==> config.mk <==
export PLATFORM = sky130hd
export DESIGN_NAME = serial_mag_comparator
export DESIGN_NICKNAME = d
export VERILOG_FILES = /design/src/rtl/serial_mag_comparator.sv
export SDC_FILE = /design/constraint.sdc
export NUM_CORES = 1
export LEC_CHECK = 0
export ABC_CLOCK_PERIOD_IN_PS = 1400
export CAP_MARGIN = 20
export CELL_PAD_IN_SITES_DETAIL_PLACEMENT = 0
export CELL_PAD_IN_SITES_GLOBAL_PLACEMENT = 2
export CORE_MARGIN = 3
export CORE_UTILIZATION = 25
export DETAILED_ROUTE_END_ITERATION = 7
export HOLD_SLACK_MARGIN = 0.1
export PLACE_DENSITY = 0.73
export SLEW_MARGIN = 15
export SYNTH_ARGS = -nofsm -noshare
export SYNTH_HDL_FRONTEND = slang
export SYNTH_SLANG_ARGS = --single-unit
==> constraint.sdc <==
create_clock -name clk -period 1.4 [get_ports clk]
set_input_delay 0.21 -clock clk [delete_from_list [all_inputs] [get_ports clk]]
set_output_delay 0.21 -clock clk [all_outputs]
set_load 0.005 [all_outputs]
==> src/rtl/serial_mag_comparator.sv <==
// Serial magnitude comparator.
// Combines per-bit compare results, streamed MSB first, into one registered
// word-level GT/EQ/LT result. The first differing bit decides the outcome,
// and bits that are not one-hot raise a sticky error flag.
module serial_mag_comparator #(
  parameter int WIDTH = 8
) (
  input  logic clk,
  input  logic rst_n,
  input  logic start,
  input  logic bit_valid,
  input  logic aGTb_bit,
  input  logic aEQb_bit,
  input  logic aLTb_bit,
  output logic busy,
  output logic done,
  output logic aGTb,
  output logic aEQb,
  output logic aLTb,
  output logic err
);

  localparam int CW = $clog2(WIDTH + 1);
  localparam logic [CW-1:0] LAST_IDX = CW'(WIDTH - 1);

  typedef enum logic [1:0] {
    IDLE,
    CMP,
    FIN
  } state_t;

  // Decision latch: NONE until the first differing bit locks GT or LT.
  typedef enum logic [1:0] {
    DEC_NONE,
    DEC_GT,
    DEC_LT
  } dec_t;

  state_t        state_q, state_d;
  dec_t          dec_q, dec_d;
  logic [CW-1:0] cnt_q, cnt_d;
  logic          busy_q, busy_d;
  logic          done_q, done_d;
  logic          gt_q, gt_d;
  logic          eq_q, eq_d;
  logic          lt_q, lt_d;
  logic          err_q, err_d;
  logic          bit_onehot;

  // A legal bit result asserts exactly one of the three compare lines.
  assign bit_onehot = ({aGTb_bit, aEQb_bit, aLTb_bit} == 3'b100) ||
                      ({aGTb_bit, aEQb_bit, aLTb_bit} == 3'b010) ||
                      ({aGTb_bit, aEQb_bit, aLTb_bit} == 3'b001);

  // Next-state and output logic for the IDLE -> CMP -> FIN sequence.
  always_comb begin
    // NOTE: every variable written here gets a default first, so no path can
    // leave one unassigned and infer a latch.
    state_d = state_q;
    dec_d   = dec_q;
    cnt_d   = cnt_q;
    busy_d  = busy_q;
    done_d  = 1'b0;
    gt_d    = gt_q;
    eq_d    = eq_q;
    lt_d    = lt_q;
    err_d   = err_q;

    case (state_q)
      IDLE: begin
        // Bit inputs sampled together with start are not part of the word.
        if (start) begin
          state_d = CMP;
          cnt_d   = '0;
          err_d   = 1'b0;
          dec_d   = DEC_NONE;
          busy_d  = 1'b1;
        end
      end

      CMP: begin
        // start is ignored here; bit_valid=0 is a stall.
        if (bit_valid) begin
          cnt_d = cnt_q + 1'b1;
          if (!bit_onehot) begin
            err_d = 1'b1;
          end else if (dec_q == DEC_NONE) begin
            if (aGTb_bit)      dec_d = DEC_GT;
            else if (aLTb_bit) dec_d = DEC_LT;
          end
          if (cnt_q == LAST_IDX) begin
            state_d = FIN;
            busy_d  = 1'b0;
            done_d  = 1'b1;
            // NOTE: dec_d is read back after its blocking update above, so a
            // decision locked by the final bit reaches the result registers.
            gt_d    = (dec_d == DEC_GT);
            lt_d    = (dec_d == DEC_LT);
            eq_d    = (dec_d == DEC_NONE);
          end
        end
      end

      FIN: begin
        state_d = IDLE;
      end

      default: begin
        state_d = IDLE;
        busy_d  = 1'b0;
      end
    endcase
  end

  // State and output registers, cleared asynchronously by rst_n.
  always_ff @(posedge clk or negedge rst_n) begin
    if (!rst_n) begin
      state_q <= IDLE;
      dec_q   <= DEC_NONE;
      cnt_q   <= '0;
      busy_q  <= 1'b0;
      done_q  <= 1'b0;
      gt_q    <= 1'b0;
      eq_q    <= 1'b0;
      lt_q    <= 1'b0;
      err_q   <= 1'b0;
    end else begin
      // NOTE: non-blocking assignments so every register samples pre-edge
      // values regardless of statement order.
      state_q <= state_d;
      dec_q   <= dec_d;
      cnt_q   <= cnt_d;
      busy_q  <= busy_d;
      done_q  <= done_d;
      gt_q    <= gt_d;
      eq_q    <= eq_d;
      lt_q    <= lt_d;
      err_q   <= err_d;
    end
  end

  assign busy = busy_q;
  assign done = done_q;
  assign aGTb = gt_q;
  assign aEQb = eq_q;
  assign aLTb = lt_q;
  assign err  = err_q;

endmodule

Word-level counts from Yosys, hierarchy flattened
Cells that the tools add are included.

Add/sub/neg operators: 1. Eq/ne operators: 12. Multiplexer cells: 27. Bitwise operators: 1. Reduce and logical (&&, ||, !) cells: 11.

Operators with widths (count): 2-to-1 mux 2 bit (11); 2-to-1 mux 1 bit (9); AND reduction 3 bit (3); 2-to-1 mux 4 bit (2); inequality test 2 bit, second input constant (4); one-hot mux 2 bit (2 select lines) (2); one-hot mux 4 bit (2 select lines) (1); AND reduction 4 bit (2); logical NOT 2 bit (3); adder 4 x 1 -> 4 bit, second input constant (1); equality test 2 x 1 -> 1 bit, second input constant (2); equality test 2 bit, second input constant (2); equality test 4 x 3 -> 1 bit, second input constant (1); equality test 3 x 1 -> 1 bit, second input constant (1); equality test 3 x 2 -> 1 bit, second input constant (1); equality test 3 bit, second input constant (1); one-hot mux 1 bit (3 select lines) (1); logical OR 1 bit (2); one-hot mux 1 bit (2 select lines) (1); nonzero test 2 bit (1); inverter 1 bit (1).

Flip-flop bits (word level): 14. Output and inout bits: 6.

Longest topological paths before layout
Gate-level depths: netlist (run 1).

Depth in word-level cells: 8. Mapped depth: 4.

Worst setup path before layout (run 1)
No wires, ideal clock.

Path type: reg2reg. From: reg cnt_q[0]. To: reg cnt_q[2]. Library setup time: 0.121 ns. Data arrival time: 1.141 ns. Setup slack: 0.138 ns. Stages on the path, launching flop included: 5. Path buffers: 0. Clock period less this slack: 1.262 ns. Cell sequence: dfrtp_1 -> ha_1 -> nand2_1 -> mux2_1 -> a22o_1.

Longest elaborated chain between the ends: 3.

Ends and longest elaborated chain: start: declaration (RTL line 41) `logic [CW-1:0] cnt_q, cnt_d;`; start signal: assignment (RTL line 132) `cnt_q <= cnt_d;`; adder 4 x 1 -> 4 bit (RTL line 84) `cnt_d = cnt_q + 1'b1;`; 2-to-1 mux 4 bit (RTL line 83) `if (bit_valid) begin`; one-hot mux 4 bit (2 select lines) (RTL line 69) `case (state_q)`.

Every way passes these cells. The select of a mux whose other input is x is not followed. A chain may end at the register's enable or synchronous reset.

Final worst setup path (run 1)
From: reg lt_q (netlist: aLTb). To: out aLTb.

RTL lines: start: declaration (RTL line 46) `logic lt_q, lt_d;`; start signal: assignment (RTL line 137) `lt_q <= lt_d;`; end: declaration (RTL line 19) `output logic aLTb,`.

No word-level cell between the ends.

==> results.py, run 1 <==
metrics = {
    "global_route": {
        "gr-usage-all-layers": 0.09723,
        "antenna_found_initial": 0,
        "overflow": 0,
        "first_global_vias": 563,
        "grt_start_max_net_pins": 15,
        "grt_pass1_wl_um": 2497,
    },
    "cells_and_area": {
        "final_cells": 122,
        "nets": 101,
        "final_area_um2": 991.0,
        "multi_input_area_um2": 336.6,
        "insertedDiodeCount": 0,
        "num-fill-cells": 269,
        "drive_gt1_frac": 0.2391,
        "regArea_um2": 350.3,
        "area_growth_pct": 42.19,
        "final_util": 0.3860,
    },
    "floorplan": {
        "start_util": 0.2714,
        "fp.dieH_um": 58.80,
        "die_w_um": 58.80,
        "dieArea_um2": 3457,
        "num_rows": 18,
        "io_pins": 13,
        "coreArea_um2": 2567,
    },
    "cts": {
        "cts_hold_buffers": 0,
        "numCtsBuffers": 3,
        "clk_pin_slew_ns": 0.08,
        "cts-root-buf": "clkbuf_4",
        "htreeDepth": 1,
        "cts_tree": "yes",
        "insertion_delay_ns": 0.28,
        "clock_path_buffers": 2,
        "clock-sinks": 14,
    },
    "setup_path": {
        "crit_chain": "clkdlybuf4s50_1",
        "cp.required_ns": 1.19,
        "crit_type": "register to output pin",
        "cp_max_fo": 2,
        "path_delay_family": "buffers and inverters",
        "r2r_cells": 4,
        "cpMaxStageDelayCell": "clkdlybuf4s50_1",
        "endpoint_kind": "output pin",
        "cp-start-kind": "register",
        "cp_slowest_stage_delay_ns": 0.50,
        "path_buf_inv": 1,
        "cp.arrival_ns": 1.14,
        "crit_cells": 1,
    },
    "timing": {
        "worst_pin_slew_ns": 0.3772,
        "fin_crit_sh": 0.9610,
        "fmax_ghz": 0.7433,
        "setup_viol_count_final": 0,
        "fin_ws_ns": 0.05459,
        "slew_headroom": 0.7450,
        "hold_ws_ns": 0.2384,
        "rsz0062_at_grt": "false",
        "min_period_ns": 1.345,
        "fin_worst_skew_ns": 0.004110,
        "fin_tns_setup_ns": 0,
        "hold_violations": 0,
        "maxSlewViolCount": 0,
    },
    "detailed_routing": {
        "drc": 0,
        "via_per_inst": 4.672,
        "drt_iter0_drc": 11,
        "first_pass_iters": 4,
        "drtAntennaViolNets": 0,
        "wl_um": 1437,
        "num_vias": 570,
        "wire_per_inst_um": 11.78,
    },
    "placed_design": {
        "pre_cts_ws_ns": -0.1702,
        "dp_hpwl_um": 1122,
        "gp_congestion": 0.7149,
        "placed_cells": 117,
        "io_buffers": 12,
        "dpl_cell_area_um2": 933.4,
    },
    "synthesis": {
        "synth_seq_area_share": 0.5027,
        "netlist_area_um2": 696.9,
        "yosysWarningCount": 0,
        "synthesis.nets": 73,
        "synth-xor-area-share": 0.01257,
        "ys_ff_latch": 14,
        "synthAdderAreaFrac": 0.01795,
        "synthSimpleGateAreaFrac": 0.1490,
        "synth.area.mux_share": 0.06463,
        "synth_top_family_by_area": "compound AO/OA/AOI/OAI gates",
        "ys_types": 27,
        "syn-instance-count": 65,
        "synth_area_per_cell_um2": 10.72,
        "synth_compound_area_frac": 0.2262,
    },
    "power": {
        "finalPower_mw": 1.744,
        "p_leak_nw": 0.4787,
        "p_per_area_nw_per_um2": 1760,
        "ir_worst_vdd_v": 0.0008475,
    },
    "run": {
        "maxCapViolations": 0,
    },
    "worst_hold_path": {
        "hold_path_class": "primary input to async pin",
    },
    "status": {
        "outcome": "finished, final reports clean",
    },
}
[cell usage after synthesis, drive strengths merged]
library cell	number	share of area
xor2	1	0.013
a22o	5	0.063
ha	1	0.018
a21oi	4	0.029
mux2	4	0.065
nor2b	2	0.022
o21a	2	0.022
nand2b	2	0.018
a31oi	1	0.0090
nand2	4	0.022
inv	4	0.022
nor2	6	0.036
nand4	1	0.0090
o21bai	1	0.011
clkbuf	1	0.0054
o41ai	1	0.023
or2	1	0.0090
nor4b	1	0.013
a31o	2	0.025
nand4b	1	0.022
o22ai	1	0.0090
o21ai	5	0.036
dfrtp	14	0.50
[power breakdown]
part | internal [mW] | switching (mW)
combinational | 0.468 | 0.310
clock | 0.158 | 0.129
sequential | 0.559 | 0.121
total | 1.18 | 0.559
[layout make-up]
cell class,instances,share of cell area
Inverter,4,0.01515
Clock buffer,4,0.03662
Tap cell,30,0.03788
Multi-Input combinational cell,46,0.3396
Sequential cell,14,0.3535
Timing Repair Buffer,24,0.2172
[kinds of logic after synthesis]
| family | Yosys count |
|---|---|
| AND/OR/NAND/NOR | 18 |
| flip-flops | 14 |
| AO/OA/AOI/OAI | 22 |
| buffers and inverters | 5 |
| multiplexers | 4 |
| adder cells (fa/ha/maj) | 1 |
| XOR/XNOR | 1 |
[sequential cells by signal, indices dropped and copies added, names as in the netlist]
name and count:
aLTb 1, aEQb 1, aGTb 1, busy 1
state_q 2, dec_q 2, err 1, done 1
cnt_q 4
[path summary, 6_finish.rpt]
path / start / endpoint / slack [ns]
worst max-delay path: aLTb$_DFFE_PN0P_ / aLTb / 0.05
worst min-delay path: rst_n / cnt_q[2]$_DFFE_PN0P_ / 0.24
worst max register to register: cnt_q[0]$_DFFE_PN0P_ / cnt_q[2]$_DFFE_PN0P_ / 0.09
worst min register to register: aGTb$_DFFE_PN0P_ / aGTb$_DFFE_PN0P_ / 0.53
max in group asynchronous: rst_n / dec_q[1]$_DFFE_PN0P_ / 0.99
min in group clk: aGTb$_DFFE_PN0P_ / aGTb$_DFFE_PN0P_ / 0.53
[metal layers]
metal  share of wire  wire (um)  up-vias  GRT usage
li1                -          -      289          -
met2            0.48        695       12     0.1404
met3           0.040         57        0    0.03289
met5               0          0        -          0
met4               0          0        0    0.04854
met1            0.48        683      269     0.1286
[worst reg2reg max path, cell delays in order (launching register included)]
cell and delay [ns]:
dfrtp_1 0.39, ha_1 0.25, nand2_1 0.08, mux2_1 0.32
a22o_1 0.17
[placed cells by master, fill, tap and decap left out, drive strengths merged]
master         instances
nor2                   6
a31oi                  1
buf                   12
o21a                   2
mux2                   4
nor4b                  1
nand4                  1
o41ai                  1
o21ai                  5
nor2b                  2
nand4b                 1
nand2                  4
nand2b                 2
or2                    1
clkdlybuf4s50         10
inv                    4
xor2                   1
dfrtp                 14
clkbuf                 4
dlymetal6s2s           2
a31o                   2
a21oi                  4
o21bai                 1
a22o                   5
o22ai                  1
ha                     1
[timing repair]
| item | 4_1_cts | 5_1_grt |
|---|---|---|
| buffers inserted | 0 | 1 |
| resized for setup | 0 | 3 |
| endpoints found under the setup margin | 0 | 5 |
Power figures use the tool's default switching activity.
==> inputs of run 2 (changes only) <==
--- a/config.mk
+++ b/config.mk
@@ -6,7 +6,6 @@
 export NUM_CORES = 1
 export LEC_CHECK = 0
 export ABC_CLOCK_PERIOD_IN_PS = 1400
-export CAP_MARGIN = 20
 export CELL_PAD_IN_SITES_DETAIL_PLACEMENT = 0
 export CELL_PAD_IN_SITES_GLOBAL_PLACEMENT = 2
 export CORE_MARGIN = 3
@@ -14,6 +13,7 @@
 export DETAILED_ROUTE_END_ITERATION = 7
 export HOLD_SLACK_MARGIN = 0.1
 export PLACE_DENSITY = 0.73
+export SETUP_SLACK_MARGIN = 0.02
 export SLEW_MARGIN = 15
 export SYNTH_ARGS = -nofsm -noshare
 export SYNTH_HDL_FRONTEND = slang
==> run 2 against run 1 <==
- combinational power rose by 4.6%
- worst hold slack improved by 0.00059 ns
- global-route usage did not move
- total power rose by 1.8%
- fmax rose by 1.5%
- clock-buffer cell count did not move
- critical path type unchanged
- largest cell class unchanged
==> results.py, run 2 (same netlist as run 1, synthesis figures left out) <==
metrics = {
    "status": {
        "outcome": "finished, final reports clean",
    },
    "global_route": {
        "first_global_vias": 565,
        "grt_pass1_wl_um": 2497,
        "gr-usage-all-layers": 0.09723,
        "antenna_found_initial": 0,
        "grt_start_max_net_pins": 15,
        "overflow": 0,
    },
    "cells_and_area": {
        "mostFrequentLayoutCells": "dfrtp_1, buf_4, clkdlybuf4s50_1",
        "final_area_um2": 1011,
        "largestRegisters": "cnt_q (4), dec_q (2), state_q (2)",
        "drive_gt1_frac": 0.2553,
        "nets": 103,
        "top_register": "cnt_q",
        "final_util": 0.3938,
        "largest_reg_flops": 4,
        "area_growth_pct": 45.06,
        "num-fill-cells": 269,
        "insertedDiodeCount": 0,
    },
    "detailed_routing": {
        "wl_um": 1468,
        "drt_iter0_drc": 16,
        "drc": 0,
        "via_per_inst": 4.742,
        "wire_per_inst_um": 11.84,
        "first_pass_iters": 4,
        "num_vias": 588,
        "drtAntennaViolNets": 0,
    },
    "power": {
        "p_leak_nw": 0.5191,
        "ir_worst_vdd_v": 0.0008485,
        "p_per_area_nw_per_um2": 1755,
        "p_switching_mw": 0.5669,
        "p_clk_frac": 0.161,
        "finalPower_mw": 1.774,
        "swShare": 0.3195,
        "p_comb_frac": 0.459,
        "seqPwrFrac": 0.380,
        "p_int_mw": 1.207,
    },
    "floorplan": {
        "die_w_um": 58.80,
        "coreArea_um2": 2567,
        "start_util": 0.2714,
        "fp.dieH_um": 58.80,
        "dieArea_um2": 3457,
        "num_rows": 18,
        "io_pins": 13,
    },
    "setup_path": {
        "cp.required_ns": 1.19,
        "path_buf_inv": 1,
        "cp-start-kind": "register",
        "cp.arrival_ns": 1.12,
        "crit_type": "register to output pin",
        "cp_slowest_stage_delay_ns": 0.49,
        "crit_chain": "clkdlybuf4s50_1",
        "cpMaxStageDelayCell": "clkdlybuf4s50_1",
        "cp_max_fo": 2,
        "path_delay_family": "buffers and inverters",
        "endpoint_kind": "output pin",
    },
    "timing": {
        "hold_violations": 0,
        "fmax_ghz": 0.7547,
        "min_period_ns": 1.325,
        "rsz0062_at_grt": "false",
        "maxSlewViolCount": 0,
        "slew_headroom": 0.7450,
        "fin_worst_skew_ns": 0.003930,
        "fin_crit_sh": 0.9465,
        "fin_tns_setup_ns": 0,
        "setup_viol_count_final": 0,
        "worst_pin_slew_ns": 0.3772,
    },
    "cts": {
        "cts_tree": "yes",
        "cts-root-buf": "clkbuf_4",
        "clock_path_buffers": 2,
        "cts_hold_buffers": 0,
        "numCtsBuffers": 3,
        "htreeDepth": 1,
        "insertion_delay_ns": 0.28,
        "clk_pin_slew_ns": 0.08,
        "clock-sinks": 14,
    },
    "placed_design": {
        "dp_hpwl_um": 1122,
        "dpl_cell_area_um2": 933.4,
        "io_buffers": 12,
        "gp_congestion": 0.7149,
    },
    "worst_hold_path": {
        "hold_path_class": "primary input to async pin",
    },
    "run": {
        "maxCapViolations": 0,
    },
}
## run 2: changes by cell type in the layout (fill, tap and decap cells not counted), sizes merged
cell           change
buf                +2
clkdlybuf4s50      -2
dlymetal6s2s       +2
## run 2: power groups by stage
stage | registers (mW) | logic [mW] | clock network (mW)
detailed placement | 0.684 | 0.762 | 0
global route | 0.695 | 0.908 | 0.318
floorplan | 0.679 | 0.403 | 0
global placement | 0.682 | 0.755 | 0
finish | 0.673 | 0.814 | 0.286
CTS | 0.672 | 0.788 | 0.301
## run 2: worst paths after layout
path / startpoint / to / slack, ns / cells past startpoint
max reg2reg: cnt_q[0]$_DFFE_PN0P_ / cnt_q[2]$_DFFE_PN0P_ / 0.07 / 4
min in group clk: err$_DFFE_PN0P_ / err$_DFFE_PN0P_ / 0.53 / 2
max in group asynchronous: rst_n / dec_q[1]$_DFFE_PN0P_ / 0.98 / 2
min: rst_n / cnt_q[2]$_DFFE_PN0P_ / 0.24 / 2
max: aGTb$_DFFE_PN0P_ / aGTb / 0.07 / 1
min reg2reg: err$_DFFE_PN0P_ / err$_DFFE_PN0P_ / 0.53 / 2
## run 2: final cells by class
class | instances | area, um2 | area share
tap | 30 | 37.54 | 0.03713
multi-input combinational | 46 | 336.6 | 0.3329
inverter | 4 | 15.01 | 0.01485
clock buffer | 4 | 36.28 | 0.03589
sequential | 14 | 350.3 | 0.3465
timing repair buffer | 26 | 235.2 | 0.2327
## run 2: stage by stage
step | hold WS (ns) | std cells | setup slack (ns)
after detailed placement | 0.4958 | 117 | -0.1702
after CTS | 0.2383 | 122 | 0.03139
after global placement | 0.4992 | 117 | -0.1373
final | 0.2390 | 124 | 0.07494
after floorplan | -0.08559 | 65 | 0.1381
after global routing | 0.2404 | 124 | 0.02755
## run 2: what timing repair did
action	CTS	global route
endpoints found under the setup margin	1	9
setup buffers	1	2
resized for setup	0	5
## run 2: layer usage
layer	part of all wire	routed length (um)	global-route usage	vias up
li1	-	-	-	292
met4	0	0	0.04854	0
met5	0	0	0	-
met1	0.46	676	0.1286	278
met3	0.049	72	0.03289	0
met2	0.49	718	0.1404	18
==> patch 1, RTL diff (config.mk and constraints of run 1) <==
Re-encode `state_t` (3 states) as one-hot, 3 bits wide.
--- a/src/rtl/serial_mag_comparator.sv
+++ b/src/rtl/serial_mag_comparator.sv
@@ -23,10 +23,10 @@
   localparam int CW = $clog2(WIDTH + 1);
   localparam logic [CW-1:0] LAST_IDX = CW'(WIDTH - 1);
 
-  typedef enum logic [1:0] {
-    IDLE,
-    CMP,
-    FIN
+  typedef enum logic [2:0] {
+    IDLE = 3'b001,
+    CMP  = 3'b010,
+    FIN  = 3'b100
   } state_t;
 
   // Decision latch: NONE until the first differing bit locks GT or LT.
Function: same outputs for any inputs over 10 cycles, from zero or initial values and one cycle with rst_n low; not proved beyond that.
==> patch 1 against run 1 <==
Routed wire length increased by 9.5%; setup slack got worse by 0.033 ns; die area rose by 7.7%; sequential cell count grew 1; combinational power is 21% lower; non-clock buffer count rose by 7; critical path depth rose by 3; final cell count increased by 8.2%; power is 16% lower; design area grew 16%; fmax fell by 2.4%; register-to-register slack worse by 0.07 ns; area after synthesis increased by 8.6%.
==> patch 1: results (changes against run 1) <==
| Metric | Value |
|---|---|
| Via count | `632 (was 570)` |
| Drt initial violations | `29 (was 11)` |
| Top Registers | `cnt_q (4), state_q (3), dec_q (2) (was cnt_q (4), dec_q (2), state_q (2))` |
| Aggregate global-route resource usage | `0.0978 (was 0.0972)` |
| Crit path largest cell delay | `0.46 ns (was 0.50 ns)` |
| Post-Place Worst Slack | `-0.194 ns (was -0.170 ns)` |
| Mapped Nets | `76 (was 73)` |
| Post-synth top cells | `dfrtp_1 (14), nor2_1 (8), o21ai_0 (6), inv_1 (3), nor3b_1 (3) (was dfrtp_1 (14), a22o_1 (5), nor2_1 (5))` |
| Worst Path Arrival | `1.54 ns (was 1.14 ns)` |
| Crit path max-delay cell type | `dfrtp_2 (was clkdlybuf4s50_1)` |
| Post-synthesis cell type count | `34 (was 27)` |
| GP Congestion | `0.785 (was 0.715)` |
| H-tree levels | `1 (unchanged)` |
| Sw frac | `0.300 (was 0.321)` |
| Vias in the first global route | `598 (was 563)` |
| Buffers on Ports | `12 (unchanged)` |
| Avg Inst Size Synth | `11.1 sq um (was 10.7 sq um)` |
| First-pass GRT wire length | `2620 microns (was 2500 microns)` |
| Layout cells sized above 1 | `0.376 (was 0.239)` |
| Final nets | `110 (was 101)` |
| Least-Margin Pin Slew | `0.273 ns (was 0.377 ns)` |
| DRT Wirelength | `1570 microns (was 1440 microns)` |
| Fill cell count | `291 (was 269)` |
| Largest net degree at the start of global routing | `16 (was 15)` |
| 1st-pass router iterations | `4 (unchanged)` |
| Dpl hpwl | `1150 microns (was 1120 microns)` |
| Skew final | `0.00993 ns (was 0.00411 ns)` |
| Sequential-to-total area share from yosys stat | `0.498 (was 0.503)` |
| Largest fanout on the critical path | `5 (was 2)` |
| Leakage | `0.000588 uW (was 0.000479 uW)` |
| Synth warnings | `0 (unchanged)` |
| CP delay by family, top | `flip-flops (was buffers and inverters)` |
| Worst VDD drop | `480 uV (was 847 uV)` |
| Status | `finished, final reports clean (unchanged)` |
| Top cells by area, synth | `dfrtp_1 (46%), o21ai_0 (4.0%), nor2_1 (4.0%), dfstp_2 (3.5%), nand4b_4 (3.1%) (was dfrtp_1 (50%), a22o_1 (6.3%), mux2_1 (3.2%), mux2_2 (3.2%), a21oi_1 (2.9%))` |
| Clock transition at path regs | `0.09 ns` |
| Clock latency on the worst-skew pair | `0.28 ns (about the same)` |
| Deepest clock path buffer count | `2 (unchanged)` |
| CTS Buf Count | `3 (unchanged)` |
[patch 1: logic make-up (layout without fill, tap and decap cells)]
family                     Yosys count  in the layout  share of synthesized area
buffers and inverters                5             38                     0.0364
and+or+nand+nor                     24             24                      0.233
AOI/OAI and AO/OA                   18             18                      0.150
muxes                                3              3                     0.0430
xor gates and xnor gates             2              2                     0.0231
DFF                                 15             15                      0.498
adders and majority gates            1              1                     0.0165
[patch 1: worst paths after layout]
| kind | cells after the start | endpoint | startpoint | slack (ns) |
|---|---|---|---|---|
| worst min-delay path | 2 | aGTb | rst_n | 0.23 |
| worst min register to register | 2 | aLTb | aLTb | 0.50 |
| min in group clk | 2 | aLTb | aLTb | 0.50 |
| worst max-delay path | 4 | cnt_q[0] | state_q[2] | 0.02 |
| max in group asynchronous | 2 | state_q[0] | rst_n | 0.91 |
| worst max register to register | 4 | cnt_q[0] | state_q[2] | 0.02 |
[patch 1: routing by layer]
layer  GRT usage  routed length, microns
met2       0.145                     752
met4      0.0372                      16
met1       0.125                     736
met5           0                       0
met3      0.0440                      69
[patch 1: cell type report]
cell class                 instances  area share
multi-input combinational         48       0.364
sequential                        15       0.330
timing repair buffer              31       0.239
tap                               31      0.0338
clock buffer                       4      0.0229
inverter                           3     0.00981
[patch 1: stage by stage]
step / hold WS (ns) / util / std cells / power [uW] / cell area (sq um)
floorplan: -0.0856 / - / 68 / 854 / 761
finish: 0.235 / 0.406 / 132 / 1470 / 1150
global placement: 0.469 / 0.356 / 123 / 1060 / 1010
detailed placement: 0.476 / 0.356 / 123 / 1070 / 1010
global route: 0.234 / 0.406 / 132 / 1590 / 1150
CTS: 0.232 / 0.368 / 128 / 1340 / 1040
[patch 1: repair_timing]
| action | CTS | global route |
|---|---|---|
| buffers inserted | 1 | 4 |
| gates resized for setup | 0 | 18 |
| pin swaps | 0 | 2 |
| endpoints found under the hold margin | 0 | 0 |
| setup endpoints to repair | 1 | 13 |
[patch 1: power groups by stage]
| stage | clock network [uW] | logic [uW] | registers [uW] |
|---|---|---|---|
| final | 240 | 615 | 618 |
| after global routing | 274 | 684 | 637 |
| after global placement | 0 | 455 | 610 |
| after detailed placement | 0 | 464 | 609 |
| after CTS | 257 | 490 | 594 |
| after floorplan | 0 | 252 | 602 |
==> patch 2, RTL diff (flow settings as in run 1) <==
Made on the original files. The parameter `WIDTH` goes from 8 to 4.
--- a/src/rtl/serial_mag_comparator.sv
+++ b/src/rtl/serial_mag_comparator.sv
@@ -3,7 +3,7 @@
 // word-level GT/EQ/LT result. The first differing bit decides the outcome,
 // and bits that are not one-hot raise a sticky error flag.
 module serial_mag_comparator #(
-  parameter int WIDTH = 8
+  parameter int WIDTH = 4
 ) (
   input  logic clk,
   input  logic rst_n,
Check against the original RTL: not equivalent (Yosys sat finds a counterexample within 10 cycles, from zero or initial values and one cycle with rst_n low).
==> patch 2 against run 1 <==
Final cell count shrank 9.0%; routed wire length is 13% lower; power shrank 16%; synthesized cell count shrank 3.1%; design area fell by 10%; hold slack lost 0.0048 ns; sequential cell count fell by 1; global-route usage fell by 1.1 points; area after synthesis fell by 0.72%; non-clock buffer count is 8 lower; die area fell by 0.65%; setup slack better by 0.0020 ns; largest cell class unchanged.
==> patch 2: results (changes against run 1) <==
| Metric | Value |
|---|---|
| Vias in the first global route | `506 (was 563)` |
| Met1 wire length | `647 microns (was 683 microns)` |
| Top cells by area, synth | `dfrtp_1 (47%), o31ai_2 (5.4%), a22o_1 (5.1%), nand2_1 (3.8%), ha_1 (3.6%) (was dfrtp_1 (50%), a22o_1 (6.3%), mux2_1 (3.2%), mux2_2 (3.2%), a21oi_1 (2.9%))` |
| Worst VDD drop | `804 uV (was 847 uV)` |
| Final setup margin | `0.0566 ns (was 0.0546 ns)` |
| Post-synthesis cell type count | `26 (was 27)` |
| Slew HR | `0.737 (was 0.745)` |
| Post-synth top cells | `dfrtp_1 (13), nand2_1 (7), inv_1 (6), a22o_1 (4) (was dfrtp_1 (14), a22o_1 (5), nor2_1 (5))` |
| Aggregate global-route resource usage | `0.0865 (was 0.0972)` |
| DR vias/cell | `4.44 (was 4.67)` |
| Drt initial violations | `15 (was 11)` |
| Dpl hpwl | `980 microns (was 1120 microns)` |
| Mux contribution to synthesized area | `0.0307 (was 0.0646)` |
| First-pass GRT wire length | `2240 microns (was 2500 microns)` |
| Worst hold margin | `0.234 ns (was 0.238 ns)` |
| Final nets | `91 (was 101)` |
| Met2 usage | `0.134 (was 0.140)` |
| Post-Place Worst Slack | `-0.0521 ns (was -0.170 ns)` |
| Adder-Cell Fraction of Synth Area | `0.0362 (was 0.0180)` |
| Mapped Nets | `72 (was 73)` |
| Largest fanout on the critical path | `3 (was 2)` |
| Logic pwr share | `0.403 (was 0.446)` |
| Layout cells sized above 1 | `0.198 (was 0.239)` |
| Met2 wire length | `522 microns (was 695 microns)` |
| Post-DP Area | `857 sq um (was 933 sq um)` |
| Status | `finished, final reports clean (unchanged)` |
| M3 GR Usage | `0.0417 (was 0.0329)` |
| Via count | `493 (was 570)` |
| Sequential-to-total area share from yosys stat | `0.470 (was 0.503)` |
| Synth Area in Compound Gates | `0.206 (was 0.226)` |
| Switching power | `493 uW (was 559 uW)` |
| Worst Setup EP | `busy (was aLTb)` |
| Critical path origin | `busy (was aLTb)` |
## patch 2: cell types whose count changed in the layout (fill, tap and decap cells not counted), sizes merged, moves of 2 or more
cell / before / now
nor2: 6 / 2
nand2: 4 / 7
buf: 12 / 4
inv: 4 / 6
o31ai: 0 / 3
clkdlybuf4s50: 10 / 12
dlymetal6s2s: 2 / 0
o21a: 2 / 0
mux2: 4 / 1
## patch 2: layout make-up
class                      count  area (sq um)
clock buffer                   3          22.5
clock inverter                 1          5.00
fill                         271          1660
inverter                       6          22.5
multi-input combinational     42           324
sequential                    13           325
tap                           30          37.5
timing repair buffer          16           150
## patch 2: worst min path at each step
stage,slack [ns],endpoint,startpoint,cells past startpoint
finish,0.23,err,rst_n,2
global route,0.24,err,rst_n,2
CTS,0.23,err,rst_n,2
floorplan,-0.09,aEQb,rst_n,0
global placement,0.48,aGTb,aGTb,2
detailed placement,0.48,aEQb,aEQb,2
## patch 2: what timing repair did
action                     CTS  global route
gates resized for setup      0             1
hold buffers                 0             0
setup endpoints to repair    0             3
